$ cat config.mk
export PLATFORM = sky130hd
export DESIGN_NAME = adder_arbiter
export DESIGN_NICKNAME = d
export VERILOG_FILES = /design/src/rtl/adder_arbiter.sv
export SDC_FILE = /design/constraint.sdc
export NUM_CORES = 1
export LEC_CHECK = 0
export BUFFER_PORTS_ARGS = -buffer_cell sky130_fd_sc_hd__buf_4
export CORE_ASPECT_RATIO = 0.9
export CORE_MARGIN = 2
export CORE_UTILIZATION = 30
export DETAILED_ROUTE_END_ITERATION = 16
export GPL_TIMING_DRIVEN = 0
export PLACE_DENSITY = 0.59
export SETUP_SLACK_MARGIN = 0.5
export SLEW_MARGIN = 20
export SYNTH_ARGS = -nofsm -noshare
export SYNTH_HDL_FRONTEND = slang
export SYNTH_SLANG_ARGS = --single-unit
$ cat constraint.sdc
create_clock -name clk -period 4.35 [get_ports clk]
set_input_delay 0.2175 -clock clk [delete_from_list [all_inputs] [get_ports clk]]
set_output_delay 0.2175 -clock clk [all_outputs]
set_load 0.005 [all_outputs]
$ cat src/rtl/adder_arbiter.sv
// adder_arbiter: round-robin front end that lets N_REQ requesters share one
// fixed-latency FixedPointAdder. Operands are registered onto the adder ports,
// a {valid, index} tag travels alongside the adder latency, and the result is
// handed back, registered, to the requester that issued it.
module adder_arbiter #(
    parameter int N_REQ   = 4,
    parameter int WIDTH   = 19,
    parameter int ADD_LAT = 1
) (
    input  logic                     clk,
    input  logic                     GlobalReset,
    input  logic                     en,
    input  logic [N_REQ-1:0]         req_valid,
    input  logic [N_REQ*WIDTH-1:0]   req_a,
    input  logic [N_REQ*WIDTH-1:0]   req_b,
    output logic [N_REQ-1:0]         req_ready,
    output logic [WIDTH-1:0]         add_port1,
    output logic [WIDTH-1:0]         add_port2,
    input  logic [WIDTH-1:0]         add_result,
    output logic [N_REQ-1:0]         rsp_valid,
    output logic [WIDTH-1:0]         rsp_data,
    output logic                     busy,
    output logic [15:0]              done_cnt
);

    localparam int IDX_W = (N_REQ > 1) ? $clog2(N_REQ) : 1;

    // Round-robin pointer: the index where the next grant search begins.
    logic [IDX_W-1:0]   ptr_r;
    logic [IDX_W-1:0]   ptr_nxt_s;
    logic [IDX_W-1:0]   gnt_idx_s;
    logic [IDX_W:0]     cand_s;
    logic               xfer_s;
    logic [N_REQ-1:0]   gnt_s;
    logic [WIDTH-1:0]   sel_a_s;
    logic [WIDTH-1:0]   sel_b_s;
    logic [N_REQ-1:0]   rsp_onehot_s;
    logic               busy_s;

    // Tag pipeline: stage 0 lines up with the adder ports, stage ADD_LAT with add_result.
    logic               tag_vld_r [0:ADD_LAT];
    logic [IDX_W-1:0]   tag_idx_r [0:ADD_LAT];

    // Grant search: first requester at or after ptr_r (wrapping); suppressed by en or reset.
    always_comb begin
        gnt_s     = '0;
        gnt_idx_s = '0;
        xfer_s    = 1'b0;
        cand_s    = '0;
        for (int k = 0; k < N_REQ; k++) begin
            cand_s = {1'b0, ptr_r} + (IDX_W+1)'(k);
            if (cand_s >= (IDX_W+1)'(N_REQ)) begin
                cand_s = cand_s - (IDX_W+1)'(N_REQ);
            end else begin
                cand_s = cand_s;
            end
            if (!xfer_s && req_valid[cand_s[IDX_W-1:0]]) begin
                xfer_s    = 1'b1;
                gnt_idx_s = cand_s[IDX_W-1:0];
            end else begin
                xfer_s    = xfer_s;
            end
        end
        if (!(en && GlobalReset)) begin
            xfer_s    = 1'b0;
            gnt_idx_s = '0;
        end else begin
            xfer_s    = xfer_s;
        end
        if (xfer_s) begin
            gnt_s[gnt_idx_s] = 1'b1;
        end else begin
            gnt_s = '0;
        end
    end

    assign req_ready = gnt_s;

    // Operand mux for the granted requester and the pointer value after this grant.
    always_comb begin
        sel_a_s = req_a[gnt_idx_s*WIDTH +: WIDTH];
        sel_b_s = req_b[gnt_idx_s*WIDTH +: WIDTH];
        if (gnt_idx_s == IDX_W'(N_REQ-1)) begin
            ptr_nxt_s = '0;
        end else begin
            ptr_nxt_s = gnt_idx_s + IDX_W'(1);
        end
    end

    // Response owner decode and in-flight indication from the tag pipeline.
    always_comb begin
        rsp_onehot_s = '0;
        busy_s       = 1'b0;
        if (tag_vld_r[ADD_LAT]) begin
            rsp_onehot_s[tag_idx_r[ADD_LAT]] = 1'b1;
        end else begin
            rsp_onehot_s = '0;
        end
        for (int i = 0; i <= ADD_LAT; i++) begin
            busy_s = busy_s | tag_vld_r[i];
        end
    end

    assign busy = busy_s;

    // Pointer advances past the winner only when a transfer actually happens.
    always_ff @(posedge clk or negedge GlobalReset) begin
        if (!GlobalReset) begin
            ptr_r <= '0;
        end else if (xfer_s) begin
            ptr_r <= ptr_nxt_s;
        end else begin
            ptr_r <= ptr_r;
        end
    end

    // Adder operand registers: granted operands for one cycle, zero otherwise.
    always_ff @(posedge clk or negedge GlobalReset) begin
        if (!GlobalReset) begin
            add_port1 <= '0;
            add_port2 <= '0;
        end else if (xfer_s) begin
            add_port1 <= sel_a_s;
            add_port2 <= sel_b_s;
        end else begin
            add_port1 <= '0;
            add_port2 <= '0;
        end
    end

    // Tag shift register tracking which requester owns each adder slot.
    always_ff @(posedge clk or negedge GlobalReset) begin
        if (!GlobalReset) begin
            for (int i = 0; i <= ADD_LAT; i++) begin
                tag_vld_r[i] <= 1'b0;
                tag_idx_r[i] <= '0;
            end
        end else begin
            tag_vld_r[0] <= xfer_s;
            tag_idx_r[0] <= gnt_idx_s;
            for (int i = 1; i <= ADD_LAT; i++) begin
                tag_vld_r[i] <= tag_vld_r[i-1];
                tag_idx_r[i] <= tag_idx_r[i-1];
            end
        end
    end

    // Response registers: capture add_result bit-exact for the tagged owner.
    always_ff @(posedge clk or negedge GlobalReset) begin
        if (!GlobalReset) begin
            rsp_valid <= '0;
            rsp_data  <= '0;
        end else if (tag_vld_r[ADD_LAT]) begin
            rsp_valid <= rsp_onehot_s;
            rsp_data  <= add_result;
        end else begin
            rsp_valid <= '0;
            rsp_data  <= '0;
        end
    end

    // Completion counter, updated together with each response pulse, saturating.
    always_ff @(posedge clk or negedge GlobalReset) begin
        if (!GlobalReset) begin
            done_cnt <= 16'h0000;
        end else if (tag_vld_r[ADD_LAT] && (done_cnt != 16'hFFFF)) begin
            done_cnt <= done_cnt + 16'h0001;
        end else begin
            done_cnt <= done_cnt;
        end
    end

endmodule

==> results of run 1 <==
-- per-stage QoR --
stage	cells	hold slack (ns)	cell area (sq um)	power (uW)
4_1_cts	861	0.0667	6980	2460
5_1_grt	862	0.0704	7000	2560
3_3_place_gp	845	0.354	6670	1620
2_1_floorplan	388	-0.0781	4480	1260
3_5_place_dp	845	0.365	6670	1640
6_report	862	0.0772	7000	2430
-- sequential cells by signal (all words and copies together) (netlist names) --
signal and count:
tag_vld_r 2, add_port1 19, tag_idx_r 4, ptr_r 2, rsp_data 19, add_port2 19, rsp_valid 4, done_cnt 16
-- metal layers --
layer	share of wire [%]	routed length (um)	GRT usage, %
met1	43	6600	24.1
met2	50	7760	32.9
met3	6.1	940	5.58
met4	1.1	170	4.30
met5	0	0	0
-- Yosys cell counts (2+ instances only) --
library cell / count / area share, %
clkbuf_1: 6 / 0.50
nand3_1: 5 / 0.56
inv_1: 5 / 0.42
nor3_1: 4 / 0.45
nor4b_2: 20 / 6.7
ha_1: 5 / 1.4
nand2b_1: 5 / 0.70
xnor2_1: 8 / 1.6
and3_1: 11 / 1.5
mux2i_1: 38 / 8.5
and2_1: 20 / 2.8
nor3b_1: 3 / 0.50
nor2_1: 8 / 0.67
o21a_1: 2 / 0.34
xor2_1: 6 / 1.2
a31oi_1: 39 / 5.5
buf_2: 17 / 1.9
nand2_1: 10 / 0.84
nor4b_1: 18 / 3.5
a21oi_1: 3 / 0.34
a22oi_1: 38 / 6.4
nand4_1: 5 / 0.70
or2_1: 2 / 0.28
buf_6: 10 / 2.5
dfrtp_1: 85 / 48
-- power by group through the flow --
stage                     registers [uW]  logic (uW)  clock network [uW]
after floorplan                      942         316                   0
after global routing                 941         748                 874
after CTS                            930         693                 841
after detailed placement             945         690                   0
final                                930         686                 819
after global placement               940         683                   0
-- worst max-delay path: cells and delay by family --
family / cells / cell delay, ns
and+or+nand+nor: 4 / 0.98
adders and majority gates: 1 / 0.20
buffers and inverters: 5 / 1.69
-- final cells by class --
cell class / count / area, sq um
well taps: 198 / 248
plain buffers: 34 / 228
repair buffers: 260 / 1960
clock inverters: 7 / 91.3
clock buffers: 9 / 225
fillers: 1409 / 7660
flip-flops and latches: 85 / 2130
inverters: 6 / 25.0
multi-input cells: 263 / 2100
-- what timing repair did --
action | 4_1_cts | 5_1_grt
hold buffers | 0 | 1
hold endpoints to repair | 0 | 5
resized for setup | 0 | 0
-- path summary, 6_finish.rpt --
| path | slack [ns] | endpoint | start | cells after the start |
|---|---|---|---|---|
| worst min register to register | 0.38 | tag_vld_r[0] | tag_vld_r[1] | 0 |
| min in group asynchronous | 0.49 | add_port2[14] | GlobalReset | 2 |
| max in group asynchronous | 3.31 | add_port1[11] | GlobalReset | 2 |
| worst max-delay path | 0.99 | req_ready[2] | GlobalReset | 10 |
| worst min-delay path | 0.08 | rsp_data[1] | add_result[1] | 2 |
| worst max register to register | 2.21 | ptr_r[1] | ptr_r[1] | 9 |
-- cell families after synthesis --
kind of cell / after synthesis / synth area share [%]
buffers and inverters: 40 / 5.65
flip-flops: 85 / 47.5
XOR/XNOR: 14 / 2.74
AO/OA/AOI/OAI: 88 / 13.5
adder cells (fa/ha/maj): 5 / 1.40
AND/OR/NAND/NOR: 117 / 20.4
multiplexers: 39 / 8.75
==> results.toml, run 1 <==
[worst_setup_path]
critical_path.endpoint_type = "primary output"
crit_path_top_delay_cell = "buf_6"
crit_type = "in -> out"
cp_slowest_stage_delay_ns = 0.58
crit_chain = "dlygate4sd3_1 > buf_6 > and2_1 > nand2_4 > nor3_2 > buf_2 > inv_1 > ha_1 > and3_1 > buf_4"
startpoint_type = "input pin"
crit_fanout = 86
arrival_ns = 3.14
cp.required_ns = 4.13

[synthesis]
avgSynthCellArea_sq_um = 11.5
postSynth.asyncResetShare_pct = 100
ys_ff_latch = 85
postSynthNetCount = 571
synth_area_sq_mm = 0.00448
ys_types = 40
ys_warn_count = 0
synth_edf_count = 0
seq_area_frac_synth_pct = 47.5
ys.flop_type = "dfrtp_1"
syn_inst = 388

[routing]
wire_per_inst_um = 17.9
vias_per_cell = 5.00
drt_iter0_drc = 286
num_vias = 4307
finalWirelength_um = 15500
remaining_drc_errors = 0
drt_first_pass_iters = 4
postRouteAntennaNets = 0

[run_status]
status = "finished clean"

[clock_tree]
cts_tree = "built"
clk_pin_slew_ns = 0.07
clock_latency_ns = 0.35
cts.sinks = 85
h-tree-depth = 3
cts_buffer_depth = 2
clock-root-buffer = "clkbuf_16"
cts_made_buffers = 9
post_cts_buffers = 0

[power_and_ir_drop]
power_frac_seq_pct = 38.2
p_per_area_mw_per_mm2 = 348
power_leakage_uw = 0.00362
irDropWorstVdd_mv = 0.184
netSwitchingFraction_pct = 30.8
p_clk_share_pct = 33.6
p_int_uw = 1680
power.switching_uw = 750
pwr-share-comb_pct = 28.2

[hold_path]
hp-class = "in -> reg"

[timing]
fin_crit_sh_pct = 77.3
tns_ns = 0
slew_headroom_pct = 47.2
hold_viol = 0
rsz0062_at_grt = "false"
finalCriticalPeriod_ns = 3.36
worstMarginPinSlew_ns = 0.791
fin_worst_skew_ns = 0.00583
maxSlewViolCount = 0
final.setup.worst_slack_ns = 0.989
setup_viol = 0
max_freq_mhz = 298

[layout]
layout-drive-gt1-share_pct = 49.7
area_growth_pct = 56.4
final_cell_mix = "buf_4, dfrtp_1, a31oi_1, a22oi_1, mux2i_1"
fin_nets = 842
final_common_cell = "buf_4"
diodes = 0
fin_util_pct = 47.7

[placement]
dpl.hpwl_um = 11600
io_buffers = 259
gp_congestion = 0.880
place_ws_ns = 1.21

[die]
rows = 42
dieWidth_um = 133
core_area_sq_mm = 0.0147
start_util_pct = 30.5
die_h_um = 120
die-area_sq_mm = 0.0159
pin_count = 260

[job]
maxCapViolations = 0

[global_route]
grt_util_all_layers_pct = 19.2
grt_pass1_vias = 4472
grt_antenna_before_repair = 0
grt_max_degree = 87
grt_pass1_wl_um = 23600
gr-total-overflow = 0
Power figures use the tool's default switching activity.
==> run 2, diff against run 1 <==
ABC_AREA = 1   (was default)
PLACE_DENSITY = 0.58   (was 0.59)
clock period = 3.2 ns   (was 4.35 ns; I/O delays follow)
==> run 2 against run 1 <==
Final cell count is 39% higher. Die area is 7.1% higher. Synthesized cell count is 80% higher. Sequential share of layout area is 2.4 points lower. Setup slack worse by 0.32 ns. Hold slack worse by 0.21 ns. Largest power group is now combinational logic. Non-clock buffer count is 22 higher. First-iteration DRC count is 31% lower. Routed wire length is 12% higher. The run now ends with negative hold slack left.
==> results.toml, run 2 <==
[routing]
postRouteAntennaNets = 0
num_vias = 5232
drt_first_pass_iters = 4
drt_iter0_drc = 198
remaining_drc_errors = 0
finalWirelength_um = 17300
vias_per_cell = 4.37
wire_per_inst_um = 14.4

[clock_tree]
h-tree-depth = 3
cts_tree = "built"
clock_latency_ns = 0.35
clock-root-buffer = "clkbuf_16"
cts_made_buffers = 9
hold_buffers = 16
cts_buffer_depth = 2
clk_pin_slew_ns = 0.07
cts.sinks = 85

[timing]
worstMarginPinSlew_ns = 0.803
rsz0062_at_grt = "false"
whs_ns = -0.128
maxSlewViolCount = 0
hold_viol = 85
slew_headroom_pct = 46.5
fin_worst_skew_ns = 0.00363
finalCriticalPeriod_ns = 2.53
setup_viol = 0
max_freq_mhz = 396
tns_ns = 0
fin_crit_sh_pct = 79.0

[layout]
diodes = 0
final_cell_mix = "buf_4, nand2_1, nor2_1, nand3_1, dfrtp_1"
fin_area_sq_mm = 0.00759
fin_nets = 1172
area_growth_pct = 58.1
layout-drive-gt1-share_pct = 33.5
final_common_cell = "buf_4"
multiInputGateArea_sq_mm = 0.00218
largest_registers = "add_port1: 19 flops, add_port2: 19 flops, rsp_data: 19 flops"
regArea_sq_mm = 0.00213
fillers = 1643

[synthesis]
ys_types = 26
postSynth.asyncResetShare_pct = 100
synth_top_area_cell = "dfrtp_1"
synth_common_cells = "nand2_1, nor2_1, nand3_1"
seq_area_frac_synth_pct = 44.3
syn_inst = 697
synth_area_sq_mm = 0.00480
yosys.area.top_type_share_pct = 44.3
netlist_top_cells_area = "dfrtp_1, nand2_1, nor2_1"
post-synth-top-count-cell = "nand2_1"
postSynthNetCount = 880
ys.flop_type = "dfrtp_1"
ys_warn_count = 0
synth_edf_count = 0
avgSynthCellArea_sq_um = 6.89
ys_ff_latch = 85

[worst_setup_path]
arrival_ns = 2.37
regToRegSetupSlack_ns = 1.03
r2r-end = "ptr_r[1]"
crit_type = "reg -> out"
crit_fanout = 11
cp.required_ns = 3.04
rr_startpoint = "ptr_r[1]"
crit_path_end = "req_ready[3]"
cp-startpoint = "ptr_r[1]"
startpoint_type = "flip-flop"
reg2regPathDepth = 16
critical_path.endpoint_type = "primary output"

[die]
start_util_pct = 30.9
pin_count = 260
core_area_sq_mm = 0.0155
dieWidth_um = 137
rows = 43
die-area_sq_mm = 0.0170
die_h_um = 124

[global_route]
grt_pass1_wl_um = 26200
grt_antenna_before_repair = 0
grt_util_all_layers_pct = 20.3
grt_max_degree = 87
grt_pass1_vias = 5115
gr-total-overflow = 0

[hold_path]
hp-class = "in -> async"

[power_and_ir_drop]
irDropWorstVdd_mv = 0.268
p_per_area_mw_per_mm2 = 614
power_leakage_uw = 0.00449

[placement]
io_buffers = 259
dpl.hpwl_um = 13000
placed_area_sq_mm = 0.00700
gp_congestion = 0.812

[run_status]
violations = "negative hold slack"
status = "complete, but fails checks"

[job]
maxCapViolations = 0
run 2: changes by cell type after synthesis, sizes merged, moves of 5 or more:
cell	change
a22oi	-38
a31oi	-39
mux2i	-38
and3	-11
nor2	+126
inv	+81
nor4b	-38
nand2	+222
nand3	+84
nand2b	-5
and2	-20
run 2: worst min-delay path by stage:
stage / from / to / slack [ns] / cells past startpoint
6_report: GlobalReset / done_cnt[7] / -0.13 / 1
5_1_grt: GlobalReset / done_cnt[7] / -0.07 / 1
4_1_cts: GlobalReset / done_cnt[6] / -0.09 / 1
3_5_place_dp: GlobalReset / done_cnt[6] / 0.29 / 1
3_3_place_gp: tag_idx_r[3] / tag_idx_r[1] / 0.34 / 0
2_1_floorplan: GlobalReset / add_port1[0] / -0.14 / 0
run 2: final cells by class:
type | instances | share of cell area, %
Buffer | 35 | 3.07
Timing Repair Buffer | 281 | 28.3
Clock inverter | 6 | 0.906
Clock buffer | 10 | 3.15
Multi-Input combinational cell | 490 | 28.7
Inverter | 87 | 4.53
Tap cell | 202 | 3.33
Sequential cell | 85 | 28.0
run 2: timing repair:
| action | in CTS | in global routing |
|---|---|---|
| gates cloned | 0 | 1 |
| pin swaps | 2 | 2 |
| endpoints found under the setup margin | 4 | 4 |
| setup buffers | 1 | 4 |
| gates resized for setup | 4 | 17 |
| hold endpoints to repair | 101 | 85 |
run 2: critical path, cell delays in order (launching register included):
cell and delay [ns]:
dfrtp_1 0.47, inv_2 0.10, nand2_2 0.09, nand2_4 0.06, nand2_2 0.07, nand2_2 0.07, nor2_4 0.14, nand3_2 0.10
nand2_4 0.11, inv_8 0.05, nand2_8 0.08, buf_12 0.12, buf_12 0.12, inv_4 0.04, ha_1 0.18, inv_1 0.05
nor2_1 0.04, buf_4 0.13
run 2: routing by layer:
metal	global-route usage (%)	wire (um)	part of all wire, %
met5	0	0	0
met4	5.99	299	1.7
met2	34.1	8160	47
met3	7.08	1650	9.5
met1	24.6	7170	42
run 2: power breakdown:
group          switching, uW  internal (uW)
registers               98.0           1250
logic                   1290            927
clock network            462            632
run 2: logic make-up after synthesis:
kind of cell / synth area share (%)
flip-flops: 44.3
adder cells (fa/ha/maj): 1.30
XOR/XNOR: 2.37
multiplexers: 0.234
AND/OR/NAND/NOR: 40.0
AO/OA/AOI/OAI: 0.521
buffers and inverters: 11.3
run 2: metrics by stage:
stage / setup WS (ns) / hold slack (ns) / cells / util, % / power (uW)
after floorplan: 1.10 / -0.136 / 697 / - / 2620
after global placement: 0.489 / 0.337 / 1158 / 45.0 / 3460
after detailed placement: 0.728 / 0.290 / 1158 / 45.0 / 3470
after CTS: 0.514 / -0.0863 / 1191 / 48.2 / 4620
after global routing: 0.495 / -0.0677 / 1196 / 48.8 / 5050
final: 0.673 / -0.128 / 1196 / 48.8 / 4660
==> run 3, diff against run 2 <==
clock period = 2.5 ns   (was 3.2 ns; I/O delays follow)
==> run 3 against run 2 <==
The flow still finishes with violations (negative hold slack). Non-clock buffer count increased by 24. Flip-flop and latch count unchanged. Core utilization grew 4.3 points. Critical path depth increased by 2. Critical path type unchanged.
==> results.toml, run 3 (synthesis results as in run 2) <==
[clock_tree]
h-tree-depth = 3
cts.sinks = 85
clock-root-buffer = "clkbuf_16"
cts_made_buffers = 9
clk_pin_slew_ns = 0.06
hold_buffers = 17
cts_tree = "built"
cts_buffer_depth = 2
clock_latency_ns = 0.35

[power_and_ir_drop]
p_per_area_mw_per_mm2 = 837
finalPower_uw = 6920
irDropWorstVdd_mv = 0.481
power_leakage_uw = 0.00478

[routing]
num_vias = 5454
remaining_drc_errors = 0
finalWirelength_um = 18400
postRouteAntennaNets = 0
wire_per_inst_um = 15.1
vias_per_cell = 4.47
drt_first_pass_iters = 4
drt_iter0_drc = 273

[worst_setup_path]
r2r-end = "add_port2[3]"
cp_top_family = "buffers and inverters"
critical_path.endpoint_type = "primary output"
cp.required_ns = 2.38
crit_type = "reg -> out"
regToRegSetupSlack_ns = 0.25
rr_startpoint = "ptr_r[0]"
crit_path_top_delay_cell = "dfrtp_1"
crit_chain = "buf_6 > inv_8 > buf_6 > nand2_2 > nand2_2 > nand2_2 > nand2_2 > nor2_4 > nand3_2 > nand2_4 > inv_8 > nand2_8 > buf_8 > buf_12 > inv_8 > ha_4 > inv_2 > nor2_1 > buf_4"
path_buf_inv = 9
crit_fanout = 6
crit_top_cell = "nand2_2"
startpoint_type = "flip-flop"
cp_slowest_stage_delay_ns = 0.38
reg2regPathDepth = 20
arrival_ns = 2.33

[run_status]
status = "complete, but fails checks"
violations = "negative hold slack"

[timing]
max_freq_mhz = 407
hold_viol = 85
setup_viol = 0
fin_worst_skew_ns = 0.00344
finalCriticalPeriod_ns = 2.46
fin_crit_sh_pct = 98.4
rsz0062_at_grt = "true"
maxSlewViolCount = 0
slew_headroom_pct = 45.6
worstMarginPinSlew_ns = 0.817
whs_ns = -0.160

[layout]
layout-drive-gt1-share_pct = 39.1
fin_nets = 1196
largest_registers = "add_port1: 19 flops, add_port2: 19 flops, rsp_data: 19 flops"
diodes = 0
area_growth_pct = 72.1
fin_util_pct = 53.2
final_common_cell = "buf_4"
final_cell_mix = "buf_4, nand2_1, nor2_1, dfrtp_1, inv_1"

[die]
die-area_sq_mm = 0.0170
dieWidth_um = 137
rows = 43
pin_count = 260
die_h_um = 124
start_util_pct = 30.9
core_area_sq_mm = 0.0155

[placement]
gp_congestion = 0.818
io_buffers = 259
dpl.hpwl_um = 13000

[global_route]
gr-total-overflow = 0
grt_pass1_vias = 5199
grt_util_all_layers_pct = 20.7
grt_pass1_wl_um = 26400
grt_antenna_before_repair = 0
grt_max_degree = 87

[job]
maxCapViolations = 0

[hold_path]
hp-class = "in -> async"
==> run 3: worst max-delay path by stage <==
stage / from / slack (ns) / end / cells after the start
2_1_floorplan: ptr_r[1] / 0.53 / ptr_r[1] / 16
3_3_place_gp: GlobalReset / -0.08 / req_ready[1] / 13
3_5_place_dp: ptr_r[1] / 0.18 / req_ready[1] / 17
4_1_cts: ptr_r[0] / 0.05 / req_ready[0] / 18
5_1_grt: ptr_r[0] / -0.08 / req_ready[0] / 18
6_report: ptr_r[0] / 0.04 / req_ready[1] / 19
==> run 3: area by class of cell <==
class	count	area, sq um
inverters	87	349
plain buffers	35	402
fillers	1525	7280
multi-input cells	490	2310
clock inverters	5	60.1
well taps	202	253
clock buffers	10	229
repair buffers	305	2530
flip-flops and latches	85	2130
==> run 3: report_power, final <==
part | internal [uW] | total [uW] | leakage, uW | switching [uW]
sequential | 1600 | 1730 | 0.00114 | 127
clock | 773 | 1350 | 0.000139 | 573
combinational | 1870 | 3840 | 0.00350 | 1970
total | 4250 | 6920 | 0.00478 | 2670
==> run 3: timing repair <==
item | 4_1_cts | 5_1_grt
setup endpoints to repair | 45 | 46
gates cloned | 3 | 7
resized for setup | 71 | 54
setup buffers | 14 | 5
pin swaps | 20 | 23
endpoints found under the hold margin | 102 | 85
==> run 3: per-stage QoR <==
stage | setup WS [ns] | area, sq um | std cells | TNS [ns]
6_report | 0.0411 | 8260 | 1219 | 0
5_1_grt | -0.0751 | 8260 | 1219 | -0.273
4_1_cts | 0.0536 | 7890 | 1207 | 0
3_5_place_dp | 0.184 | 7040 | 1158 | 0
3_3_place_gp | -0.0780 | 7040 | 1158 | -0.169
2_1_floorplan | 0.529 | 4840 | 697 | 0
==> run 3: layer usage <==
metal	track usage, %	vias up	part of all wire (%)
met5	0	-	0
met4	6.64	0	2.2
met3	7.61	26	9.0
met2	35.7	229	49
met1	23.7	2467	40
li1	-	2732	-
==> run 3: worst reg2reg max path, delay by kind of cell (launching register included) <==
| kind | cells | cell delay, ns |
|---|---|---|
| simple gates | 12 | 0.79 |
| buf+inv | 8 | 0.96 |
| flops | 1 | 0.40 |
